`src/rtl/rtr_sink_pkg.sv`:
```
// Shared constants and helpers for the router VC sink datapath.
// Channel word layout (MSB first): {valid, vc_idx[VCW], head, tail, data[FDW]};
// the offsets below are relative to the top of the data field.
package rtr_sink_pkg;

    // Width of a VC index; a single-VC build still carries one index bit.
    function automatic int vcw_f(input int n);
        return (n > 1) ? $clog2(n) : 1;
    endfunction

    localparam int CH_TAIL_OFS = 0;
    localparam int CH_HEAD_OFS = 1;
    localparam int CH_VC_OFS   = 2;

    // Bit positions inside the per-cycle error vector.
    localparam int ERR_OVF = 0;
    localparam int ERR_UDF = 1;
    localparam int NUM_ERR = 2;

endpackage

```
`src/rtl/rtr_matrix_arbiter.sv`:
```
// Purpose: matrix arbiter, one-hot grant among requesters, least-recently-granted wins.
// Latency: grant is combinational from req; priority matrix updates on the clock edge.
// Backpressure: none; priority only moves when update is asserted with a live grant.
// Ports: clk, reset (async active-high), req[NUM_PORTS], update, gnt[NUM_PORTS].
module rtr_matrix_arbiter #(
    parameter int NUM_PORTS = 8
) (
    input  logic                 clk,
    input  logic                 reset,
    input  logic [NUM_PORTS-1:0] req,
    input  logic                 update,
    output logic [NUM_PORTS-1:0] gnt
);

    // prio[i][j] = 1 means requester i beats requester j. The matrix is kept
    // antisymmetric, so at most one requester is unblocked.
    logic [NUM_PORTS-1:0] prio [NUM_PORTS];
    logic [NUM_PORTS-1:0] blocked;

    always_comb begin
        blocked = '0;
        for (int i = 0; i < NUM_PORTS; i++) begin
            for (int j = 0; j < NUM_PORTS; j++) begin
                if (j != i && req[j] && prio[j][i]) begin
                    blocked[i] = 1'b1;
                end
            end
        end
        gnt = req & ~blocked;
    end

    always_ff @(posedge clk or posedge reset) begin
        if (reset) begin
            for (int i = 0; i < NUM_PORTS; i++) begin
                for (int j = 0; j < NUM_PORTS; j++) begin
                    prio[i][j] <= (i < j);
                end
            end
        end else if (update && |gnt) begin
            // Winner drops below everyone else: clear its row, set its column.
            for (int i = 0; i < NUM_PORTS; i++) begin
                for (int j = 0; j < NUM_PORTS; j++) begin
                    if (i != j && gnt[i]) prio[i][j] <= 1'b0;
                    if (i != j && gnt[j]) prio[i][j] <= 1'b1;
                end
            end
        end
    end

endmodule

```
`src/rtl/rtr_vc_sink_core.sv`:
```
// Purpose: router ejection sink; registers the flit channel, buffers per-VC FIFOs, releases one flit per consume.
// Latency: channel to pop 2 cycles (1 with RTR_SINK_BYPASS_EN defined); credit 1 cycle after pop.
// Backpressure: flits wait while consume_in=0; push into a full VC without a same-VC pop drops and flags error.
// Ports: clk, reset (async active-high), channel_in {valid,vc,head,tail,data}, consume_in,
//        pop_valid/sel/data/head/tail_out, empty_ivc_out, flow_ctrl_out {valid,vc}, error_out.
// Optional macro RTR_SINK_BYPASS_EN: a flit arriving at an empty VC may pop in its arrival cycle.
module rtr_vc_sink_core
    import rtr_sink_pkg::*;
#(
    parameter  int NUM_VCS         = 8,
    parameter  int BUFFER_SIZE     = 64,
    parameter  int FLIT_DATA_WIDTH = 64,
    localparam int VCW             = vcw_f(NUM_VCS),
    localparam int CHW             = 1 + VCW + 2 + FLIT_DATA_WIDTH
) (
    input  logic                       clk,
    input  logic                       reset,
    input  logic [CHW-1:0]             channel_in,
    input  logic                       consume_in,
    output logic                       pop_valid_out,
    output logic [NUM_VCS-1:0]         pop_sel_out,
    output logic [FLIT_DATA_WIDTH-1:0] pop_data_out,
    output logic                       pop_head_out,
    output logic                       pop_tail_out,
    output logic [NUM_VCS-1:0]         empty_ivc_out,
    output logic [VCW:0]               flow_ctrl_out,
    output logic                       error_out
);

    localparam int FDW   = FLIT_DATA_WIDTH;
    localparam int DEPTH = BUFFER_SIZE / NUM_VCS;
    localparam int DW    = $clog2(DEPTH);
    localparam int ENTW  = FDW + 2;                 // stored entry {head, tail, data}
    localparam logic [DW:0] FULL_CNT = (DW+1)'(DEPTH);

    function automatic logic [VCW-1:0] enc(input logic [NUM_VCS-1:0] oh);
        logic [VCW-1:0] r;
        r = '0;
        for (int i = 0; i < NUM_VCS; i++) begin
            if (oh[i]) r = r | VCW'(i);
        end
        return r;
    endfunction

    // ---------------- input stage ----------------
    logic [CHW-1:0] chan_q;

    always_ff @(posedge clk or posedge reset) begin
        if (reset) chan_q <= '0;
        else       chan_q <= channel_in;
    end

    logic               flit_valid;
    logic [VCW-1:0]     flit_vc;
    logic               flit_head;
    logic               flit_tail;
    logic [FDW-1:0]     flit_data;
    logic [NUM_VCS-1:0] sel_ivc;

    assign flit_data  = chan_q[FDW-1:0];
    assign flit_tail  = chan_q[FDW+CH_TAIL_OFS];
    assign flit_head  = chan_q[FDW+CH_HEAD_OFS];
    assign flit_vc    = chan_q[FDW+CH_VC_OFS +: VCW];
    assign flit_valid = chan_q[CHW-1];

    // One-hot target VC, already qualified by valid.
    always_comb begin
        sel_ivc = '0;
        if (flit_valid && int'(flit_vc) < NUM_VCS) sel_ivc[flit_vc] = 1'b1;
    end

    // ---------------- per-VC FIFO state ----------------
    logic [ENTW-1:0] mem    [NUM_VCS][DEPTH];
    logic [DW-1:0]   rd_ptr [NUM_VCS];
    logic [DW-1:0]   wr_ptr [NUM_VCS];
    logic [DW:0]     count  [NUM_VCS];

    logic [NUM_VCS-1:0] empty_ivc, full_ivc, req_ivc, grant, pop_ivc;
    logic [NUM_VCS-1:0] byp_ivc, rd_ivc, wr_ivc, ovf_ivc, udf_ivc;
    logic [NUM_ERR-1:0] err_now;
    logic               gnt;
    logic [ENTW-1:0]    pop_entry;

    always_comb begin
        for (int v = 0; v < NUM_VCS; v++) begin
            empty_ivc[v] = (count[v] == '0);
            full_ivc[v]  = (count[v] == FULL_CNT);
        end
    end

`ifdef RTR_SINK_BYPASS_EN
    assign req_ivc = ~empty_ivc | sel_ivc;
`else
    assign req_ivc = ~empty_ivc;
`endif

    assign gnt = consume_in & (|req_ivc);

    rtr_matrix_arbiter #(
        .NUM_PORTS (NUM_VCS)
    ) u_arb (
        .clk    (clk),
        .reset  (reset),
        .req    (req_ivc),
        .update (gnt),
        .gnt    (grant)
    );

    assign pop_ivc = gnt ? grant : '0;

`ifdef RTR_SINK_BYPASS_EN
    // Arriving flit at an empty VC goes straight out and is never stored.
    assign byp_ivc = pop_ivc & sel_ivc & empty_ivc;
`else
    assign byp_ivc = '0;
`endif

    assign rd_ivc  = pop_ivc & ~empty_ivc;
    assign udf_ivc = pop_ivc & empty_ivc & ~byp_ivc;
    // A same-cycle pop frees the slot, so a full VC can still accept.
    assign ovf_ivc = sel_ivc & full_ivc & ~pop_ivc;
    assign wr_ivc  = sel_ivc & ~byp_ivc & ~ovf_ivc;

    always_comb begin
        pop_entry = '0;
        for (int v = 0; v < NUM_VCS; v++) begin
            if (pop_ivc[v]) begin
                if (byp_ivc[v])        pop_entry = {flit_head, flit_tail, flit_data};
                else if (!empty_ivc[v]) pop_entry = mem[v][rd_ptr[v]];
            end
        end
    end

    always_ff @(posedge clk) begin
        for (int v = 0; v < NUM_VCS; v++) begin
            if (wr_ivc[v]) mem[v][wr_ptr[v]] <= {flit_head, flit_tail, flit_data};
        end
    end

    always_ff @(posedge clk or posedge reset) begin
        if (reset) begin
            for (int v = 0; v < NUM_VCS; v++) begin
                rd_ptr[v] <= '0;
                wr_ptr[v] <= '0;
                count[v]  <= '0;
            end
        end else begin
            for (int v = 0; v < NUM_VCS; v++) begin
                if (wr_ivc[v]) wr_ptr[v] <= wr_ptr[v] + DW'(1);
                if (rd_ivc[v]) rd_ptr[v] <= rd_ptr[v] + DW'(1);
                case ({wr_ivc[v], rd_ivc[v]})
                    2'b10:   count[v] <= count[v] + (DW+1)'(1);
                    2'b01:   count[v] <= count[v] - (DW+1)'(1);
                    default: count[v] <= count[v];
                endcase
            end
        end
    end

    // ---------------- registered side outputs ----------------
    always_comb begin
        err_now          = '0;
        err_now[ERR_OVF] = |ovf_ivc;
        err_now[ERR_UDF] = |udf_ivc;
    end

    always_ff @(posedge clk or posedge reset) begin
        if (reset) begin
            error_out     <= 1'b0;
            flow_ctrl_out <= '0;
        end else begin
            error_out     <= |err_now;
            flow_ctrl_out <= gnt ? {1'b1, enc(grant)} : '0;
        end
    end

    assign pop_valid_out = gnt;
    assign pop_sel_out   = pop_ivc;
    assign pop_head_out  = pop_entry[ENTW-1];
    assign pop_tail_out  = pop_entry[ENTW-2];
    assign pop_data_out  = pop_entry[FDW-1:0];
    assign empty_ivc_out = empty_ivc;

endmodule

```
`config.mk`:
```
export PLATFORM = sky130hd
export DESIGN_NAME = rtr_vc_sink_core
export DESIGN_NICKNAME = d
export VERILOG_FILES = /design/src/rtl/rtr_sink_pkg.sv /design/src/rtl/rtr_matrix_arbiter.sv /design/src/rtl/rtr_vc_sink_core.sv
export SDC_FILE = /design/constraint.sdc
export NUM_CORES = 2
export LEC_CHECK = 0
export BUFFER_PORTS_ARGS = -buffer_cell sky130_fd_sc_hd__buf_2
export CAP_MARGIN = 25
export CORE_MARGIN = 8
export CORE_UTILIZATION = 45
export DETAILED_ROUTE_END_ITERATION = 8
export GPL_ROUTABILITY_DRIVEN = 0
export PLACE_DENSITY = 0.69
export SYNTH_ARGS = -nofsm -noshare
export SYNTH_HDL_FRONTEND = slang
export SYNTH_HIERARCHICAL = 1
export SYNTH_MEMORY_MAX_BITS = 65536
export SYNTH_SLANG_ARGS = --single-unit
```
`constraint.sdc`:
```
create_clock -name clk -period 7.87 [get_ports clk]
set_clock_uncertainty 0.05 [all_clocks]
set_input_delay 0 -clock clk [delete_from_list [all_inputs] [get_ports clk]]
set_output_delay 0 -clock clk [all_outputs]
set_load 0.005 [all_outputs]
```
# Word-level counts from Yosys, hierarchy flattened
# Memories as Yosys holds them, arrays and structs flattened.
# Index checks and enable logic that the tools add are counted.
op_classes:
  add_sub_neg: 32
  magnitude_cmp: 26
  eq_ne: 24
  muxes: 233
  bitwise_logic: 27
  n_reduce_logical: 148
op_table:
  columns: ["op", "count"]
  rows:
  - ["$mux W528", 22]
  - ["$reduce_or A528 Y1", 7]
  - ["$mux W66", 40]
  - ["$bmux W66 S3", 8]
  - ["$demux W66 S3", 8]
  - ["$mux W1", 130]
  - ["$reduce_bool A2 Y1", 36]
  - ["$logic_and A1 B1 Y1", 66]
  - ["$ge A4 B4 Y1 const B", 16]
  - ["$not A3 Y4", 16]
  - ["$pmux W4 S2", 8]
  - ["$reduce_and A2 Y1", 28]
  - ["$add A3 B1 Y3 const B", 16]
  - ["$and A8 B8 Y8", 6]
  - ["$mux W3", 11]
  - ["$add A4 B1 Y4 const B", 8]
  - ["$eq A4 B4 Y1 const B", 8]
  - ["$logic_not A4 Y1", 8]
  - ["$lt A4 B1 Y1 const B", 8]
  - ["$not A8 Y8", 4]
  - ["$sub A4 B1 Y4 const B", 8]
  - ["$eq A2 B1 Y1 const B", 8]
  - ["$eq A2 B2 Y1 const B", 8]
  - ["$mux W8", 2]
  - ["other kinds (8)", 10]
word_totals:
  regBits: 211
  ramBits: 4224
  in_bits: 73
  elab_cells: 574
  memories: 1
memory_table:
  columns: ["name", "depth", "word_bits", "rd", "rd_ports_with_merged_regs", "write_ports", "line_no", "source"]
  rows:
  - ["mem", 8, 528, 8, 0, 1, "rtr_vc_sink_core.sv:73", "logic [ENTW-1:0] mem [NUM_VCS][DEPTH];"]

# Logic depth before layout (Yosys ltp)
depth:
  word_depth: 28
  mapped_depth: 16

# By module
# The synthesis kept the hierarchy.
by_module_without_submodules:
  columns: ["mod", "n_inst", "cells_per_inst", "area_per_inst_um2", "seq_area_each_um2"]
  rows:
  - ["rtr_vc_sink_core", 1, 7362, 167966.1, 130720.4]
  - ["rtr_matrix_arbiter", 1, 182, 2413.6, 1436.4]

# Worst setup path before layout
# No wires, ideal clock.
synth_timing:
  path_kind: "reg-to-reg"
  startpoint: "register count[23] in the netlist's numbering"
  endpoint: "memory mem[1][660] in the netlist's numbering, enable pin"
  t_arrival_ns: 7.152
  setup_slack_ns: 0.083
  stages_incl_launch_ff: 10
  synth_period_minus_slack_ns: 7.787
  cell_sequence: "dfrtp_1 > nor4_4 > inv_1 > buf_4 > a22oi_1 > and4_4 > o211ai_1 > a31oi_1 > nand2_1 > nor3b_1"
synth_via:
  word_cells_on_any_way: 94
  classes_between: "eq/ne (1); mux (68); bitwise (9); reduce/logical (16)"
synth_rtl:
  columns: ["element", "line_no", "source"]
  rows:
  - ["start, declared", "rtr_vc_sink_core.sv:76", "logic [DW:0] count [NUM_VCS];"]
  - ["start signal, assigned by index", "rtr_vc_sink_core.sv:152", "2'b10: count[v] <= count[v] + (DW+1)'(1);"]
  - ["start signal, assigned by index", "rtr_vc_sink_core.sv:153", "2'b01: count[v] <= count[v] - (DW+1)'(1);"]
  - ["start signal, assigned by index", "rtr_vc_sink_core.sv:154", "default: count[v] <= count[v];"]
  - ["$logic_not A4 Y1 (*)", "rtr_vc_sink_core.sv:86", "empty_ivc[v] = (count[v] == '0);"]
  - ["net empty_ivc_out[2]", "rtr_vc_sink_core.sv:25", "output logic [NUM_VCS-1:0] empty_ivc_out,"]
  - ["$not A8 Y8 (*)", "rtr_vc_sink_core.sv:94", "assign req_ivc = ~empty_ivc;"]
  - ["net req_ivc[2]", "rtr_vc_sink_core.sv:78", "logic [NUM_VCS-1:0] empty_ivc, full_ivc, req_ivc, grant, pop_ivc;"]
  - ["$logic_and A1 B1 Y1 (*)", "rtr_matrix_arbiter.sv:24", "if (j != i && req[j] && prio[j][i]) begin"]
  - ["$mux W1 (*) (5 in a row)", "rtr_matrix_arbiter.sv:24", null]
  - ["$not A8 Y8 (*)", "rtr_matrix_arbiter.sv:29", "gnt = req & ~blocked;"]
  - ["$and A8 B8 Y8 (*)", "rtr_matrix_arbiter.sv:29", null]
  - ["net grant[5]", "rtr_vc_sink_core.sv:78", null]
  - ["[... 1 more ...]", null, null]
  - ["$not A8 Y8 (*)", "rtr_vc_sink_core.sv:121", "assign ovf_ivc = sel_ivc & full_ivc & ~pop_ivc;"]
  - ["$and A8 B8 Y8 (*)", "rtr_vc_sink_core.sv:121", null]
  - ["$not A8 Y8 (*)", "rtr_vc_sink_core.sv:122", "assign wr_ivc = sel_ivc & ~byp_ivc & ~ovf_ivc;"]
  - ["$and A8 B8 Y8 (*)", "rtr_vc_sink_core.sv:122", null]
  - ["$mux W1 (*)", "rtr_vc_sink_core.sv:136", "if (wr_ivc[v]) mem[v][wr_ptr[v]] <= {flit_head, flit_tail, flit_data};"]
  - ["$mux W528 (implied by the code) (*)", "rtr_vc_sink_core.sv:136", null]
  - ["$reduce_or A528 Y1 (no source line)", null, null]
  - ["$mux W3 (no source line) / $mux W528 (equally long branches) (3 in a row)", null, null]
  - ["end, declared", "rtr_vc_sink_core.sv:73", null]
# Mark *: on every way through the listed nets, which the timed path passes. The rest lies on a longest branch.

# Worst setup path after layout
layout_timing:
  startpoint: "register count[8] in the netlist's numbering"
  endpoint: "output pop_data_out[46]"
layout_via:
  word_cells_on_any_way: 48
  classes_between: "mux (35); bitwise (4); reduce/logical (9)"
layout_rtl:
  columns: ["element", "line_no", "source"]
  rows:
  - ["$logic_not A4 Y1 (*)", "rtr_vc_sink_core.sv:86", null]
  - ["$not A8 Y8 (*)", "rtr_vc_sink_core.sv:94", null]
  - ["net req_ivc[5]", "rtr_vc_sink_core.sv:78", null]
  - ["$and A8 B8 Y8 (*)", "rtr_matrix_arbiter.sv:29", null]
  - ["net grant[5]", "rtr_vc_sink_core.sv:78", null]
  - ["$mux W8 (*)", "rtr_vc_sink_core.sv:109", "assign pop_ivc = gnt ? grant : '0;"]
  - ["$mux W66 (*)", "rtr_vc_sink_core.sv:127", "if (pop_ivc[v]) begin"]
  - ["$mux W66", "rtr_vc_sink_core.sv:129", "else if (!empty_ivc[v]) pop_entry = mem[v][rd_ptr[v]];"]
  - ["$mux W66 (*)", "rtr_vc_sink_core.sv:127", null]
  - ["$mux W66", "rtr_vc_sink_core.sv:129", null]
  - ["$mux W66 (*)", "rtr_vc_sink_core.sv:127", null]
  - ["end, declared", "rtr_vc_sink_core.sv:22", "output logic [FLIT_DATA_WIDTH-1:0] pop_data_out,"]
# Marks and branches as above.

==> impl_metrics.xml <==
<?xml version="1.0" encoding="UTF-8"?>
<metrics>
  <group name="logic_synthesis">
    <metric name="synth.distinct_cells" unit="">69</metric>
    <metric name="synthesis.area_per_instance" unit="sq um">22.58</metric>
    <metric name="synth.largest_area_cell" unit="">sky130_fd_sc_hd__edfxtp_1</metric>
    <metric name="yosys_register_bits" unit="">4435</metric>
    <metric name="asyncSetResetFlopFracSynth" unit="%">4.758</metric>
    <metric name="dominantRegCellSynth" unit="">sky130_fd_sc_hd__edfxtp_1</metric>
    <metric name="synthesized_netlist_net_count" unit="">7665</metric>
    <metric name="synth.area.top_cells" unit="">sky130_fd_sc_hd__edfxtp_1 74%, sky130_fd_sc_hd__mux4_2 14%, sky130_fd_sc_hd__mux2i_1 2.8%</metric>
    <metric name="post_synthesis_cell_area" unit="sq um">170400</metric>
    <metric name="synth_seq_area_share" unit="%">77.57</metric>
    <metric name="synth_enable_flop_cells" unit="">4224</metric>
    <metric name="post_synth_inst_count" unit="">7544</metric>
    <metric name="synth.yosys.warnings" unit="">6</metric>
    <metric name="yosys.area.top_type_share" unit="%">74.45</metric>
  </group>
  <group name="clock_network">
    <metric name="cts_num_sinks" unit="">4435</metric>
    <metric name="cts-root-buf" unit="">sky130_fd_sc_hd__clkbuf_16</metric>
    <metric name="numCtsBuffers" unit="">420</metric>
    <metric name="cts.htree.levels" unit="">5</metric>
    <metric name="worst_setup_hold_path_clk_slew" unit="ps">60</metric>
    <metric name="tritoncts" unit="">built</metric>
    <metric name="clk-insertion-delay-late" unit="ps">970</metric>
    <metric name="cts_buffer_depth" unit="">4</metric>
  </group>
  <group name="worst_setup_path">
    <metric name="arrival" unit="ps">6140</metric>
    <metric name="critical_path_required" unit="ps">7820</metric>
    <metric name="critPathKind" unit="">reg -&gt; out</metric>
    <metric name="critical_path.startpoint_type" unit="">flop</metric>
    <metric name="critPathMaxFanout" unit="">36</metric>
    <metric name="worstSetupEndpointType" unit="">output port</metric>
  </group>
  <group name="power">
    <metric name="clockPowerShare" unit="%">32.1</metric>
    <metric name="vdd.ir_drop.worst" unit="mV">0.2629</metric>
    <metric name="internal_power" unit="mW">43.46</metric>
    <metric name="power_switching" unit="mW">17.87</metric>
    <metric name="power_switching_share" unit="%">29.14</metric>
    <metric name="p_leak" unit="nW">60.26</metric>
    <metric name="power.density" unit="nW/um^2">317.0</metric>
    <metric name="combinational_group_share_of_total_power" unit="%">22.1</metric>
    <metric name="share_seq_of_total_power" unit="%">45.8</metric>
  </group>
  <group name="placement">
    <metric name="placement.io_buffers" unit="">160</metric>
    <metric name="preCtsSetupSlack" unit="ps">2530</metric>
    <metric name="place.detailed.hpwl" unit="microns">279400</metric>
    <metric name="placed_area" unit="sq um">178700</metric>
  </group>
  <group name="global_route">
    <metric name="maximum_number_of_pins_on_one_net_before_global_route_repair" unit="">133</metric>
    <metric name="grt.met1_usage" unit="%">32.03</metric>
    <metric name="grt_usage" unit="%">23.11</metric>
    <metric name="grt_pass1_wl" unit="microns">656800</metric>
    <metric name="first_global_vias" unit="">84010</metric>
    <metric name="global_route.usage.met2" unit="%">34.72</metric>
    <metric name="busiest_layer" unit="">met2</metric>
    <metric name="grt_antenna_before_repair" unit="">30</metric>
    <metric name="grt.overflow.total" unit="">0</metric>
    <metric name="grt.met3_usage" unit="%">5.362</metric>
  </group>
  <group name="run">
    <metric name="max_capacitance_violation_total" unit="">0</metric>
  </group>
  <group name="route">
    <metric name="drt_first_iter_violations" unit="">12470</metric>
    <metric name="via_count" unit="">84680</metric>
    <metric name="antenna_violating_nets_post_route" unit="">0</metric>
    <metric name="viasPerCell" unit="">6.271</metric>
    <metric name="routed_wirelength" unit="microns">469000</metric>
    <metric name="detail_route.first_pass.iterations" unit="">6</metric>
    <metric name="drc_errors" unit="">0</metric>
    <metric name="post_drt_wl_per_cell" unit="microns">34.73</metric>
  </group>
  <group name="floorplanning">
    <metric name="top_level_ports" unit="">161</metric>
    <metric name="floorplan.initialDensity" unit="%">45.07</metric>
    <metric name="dieHeight" unit="microns">631.3</metric>
    <metric name="die-area" unit="sq um">398600</metric>
    <metric name="standard_cell_rows" unit="">226</metric>
    <metric name="core-area" unit="sq um">378100</metric>
    <metric name="dieWidth" unit="microns">631.3</metric>
  </group>
  <group name="final_layout">
    <metric name="nNetsFinal" unit="">8258</metric>
    <metric name="design_area" unit="sq um">193500</metric>
    <metric name="drive_gt1_share" unit="%">28.20</metric>
    <metric name="area_growth_syn_to_layout" unit="%">13.58</metric>
  </group>
  <group name="sta">
    <metric name="finalMaxSlewViolations" unit="">0</metric>
    <metric name="hold_slack" unit="ps">147.0</metric>
    <metric name="setup-tns-final" unit="ps">0</metric>
    <metric name="finalSetupViolCount" unit="">0</metric>
    <metric name="least_margin_pin_slew" unit="ps">1341</metric>
    <metric name="relSlewSlack" unit="%">10.58</metric>
    <metric name="timing.final.crit_share" unit="%">78.59</metric>
    <metric name="final_critical_path_setup_slack" unit="ps">1685</metric>
    <metric name="max_freq" unit="MHz">161.7</metric>
    <metric name="rsz0062_at_grt" unit="">no</metric>
    <metric name="layout_min_cycle_time" unit="ps">6185</metric>
    <metric name="finalHoldViolCount" unit="">0</metric>
  </group>
  <group name="min_path">
    <metric name="timing.hold.worst.class" unit="">in -&gt; reg</metric>
  </group>
  <group name="outcome">
    <metric name="run_status" unit="">finished clean</metric>
  </group>
</metrics>
## routing by layer
metal / vias to the layer above / wire length [microns]
met5: - / 105
met4: 16 / 27680
met3: 953 / 53760
met2: 5353 / 211600
met1: 45320 / 175800
li1: 33040 / -
## sequential cells by signal, summed over array words and instances (netlist names)
name,flops
rd_ptr,24
mem,4224
count,32
chan_q,70
u_arb/prio,56
wr_ptr,24
flow_ctrl_out,4
error_out,1
## placed cells by master (no fill, tap or decap), drive strengths merged, types with 85 or more instances in the layout
| cell | instances |
|---|---|
| clkinv | 193 |
| nand2 | 119 |
| dfrtp | 183 |
| dlygate4sd3 | 143 |
| a21oi | 113 |
| clkbuf | 527 |
| edfxtp | 4224 |
| o22ai | 85 |
| mux4 | 1056 |
| mux2i | 469 |
| buf | 432 |
| o21ai | 115 |
## cell usage after synthesis, drive strengths merged (26+ instances only)
cell / count
o211ai: 26
o22ai: 85
nor3b: 33
nor3: 51
buf: 227
ha: 40
mux2: 73
mux2i: 469
nand2: 119
inv: 61
xnor2: 39
clkbuf: 177
a21oi: 113
nor2: 74
o21ai: 115
dfstp: 28
a22oi: 47
edfxtp: 4224
dfrtp: 183
o221ai: 38
mux4: 1056
a21o: 64
nor4: 51
## layout make-up
cell class | instances | area, sq um
diodes | 4 | 10.01
clock buffers | 527 | 11260
clock inverters | 240 | 2024
fillers | 28860 | 184500
inverters | 62 | 249.0
multi-input cells | 2643 | 36630
flip-flops and latches | 4435 | 132400
well taps | 5016 | 6276
repair buffers | 575 | 4718
## power by group through the flow
stage / combinational [mW] / sequential [mW] / clock [mW]
6_report: 13.5 / 28.1 / 19.7
5_1_grt: 14.0 / 28.2 / 20.8
4_1_cts: 13.6 / 28.1 / 19.9
3_5_place_dp: 13.4 / 28.6 / 0
3_3_place_gp: 13.3 / 28.5 / 0
2_1_floorplan: 8.85 / 27.7 / 0
## timing repair
action | CTS | global route
hold buffers | 143 | 0
buffers inserted | 0 | 0
hold endpoints to repair | 215 | 0
setup endpoints to repair | 0 | 0
gates resized for setup | 0 | 0
## path summary, 6_finish.rpt
check	from	endpoint	slack, ps	cells past startpoint
max	count[8]$_DFFE_PP0P_	pop_data_out[46]	1680	11
min	channel_in[19]	chan_q[19]$_DFF_PP0_	150	3
max reg2reg	count[8]$_DFFE_PP0P_	mem[0][604]$_DFFE_PP_	2380	9
min reg2reg	u_arb/prio[10]$_DFFE_PP0P_	u_arb/prio[10]$_DFFE_PP0P_	440	1
max in group asynchronous	reset	chan_q[11]$_DFF_PP0_	5090	6
min in group asynchronous	reset	u_arb/prio[12]$_DFFE_PP0P_	180	4
## kinds of logic (layout without fill, tap and decap cells)
family	after synthesis	in the layout	synth area share, %
compound gates	547	547	2.114
xor+xnor	64	64	0.3290
other cells	0	4	0
mux	1598	1598	17.20
fa+ha+maj	48	48	0.3877
flops	4435	4435	77.57
simple gates	386	386	1.196
buf+inv	466	1404	1.212
## critical path: stages, from the launching register on
cell	delay (ps)
sky130_fd_sc_hd__dfrtp_1	440
sky130_fd_sc_hd__nor4_2	550
sky130_fd_sc_hd__inv_1	350
sky130_fd_sc_hd__a21boi_0	220
sky130_fd_sc_hd__and4_4	250
sky130_fd_sc_hd__nand3_4	460
sky130_fd_sc_hd__clkinv_2	770
sky130_fd_sc_hd__buf_4	540
sky130_fd_sc_hd__a21oi_1	260
sky130_fd_sc_hd__o211ai_1	150
sky130_fd_sc_hd__a32oi_1	890
sky130_fd_sc_hd__buf_2	260
## stage by stage
step | utilization, % | std cells | power (mW)
floorplan | - | 7544 | 36.55
global placement | 47.14 | 12550 | 41.80
detailed placement | 47.27 | 12580 | 42.03
CTS | 51.16 | 13490 | 61.57
global route | 51.19 | 13500 | 63.01
finish | 51.19 | 13500 | 61.34
No activity file was read; power rests on OpenSTA's default activity.
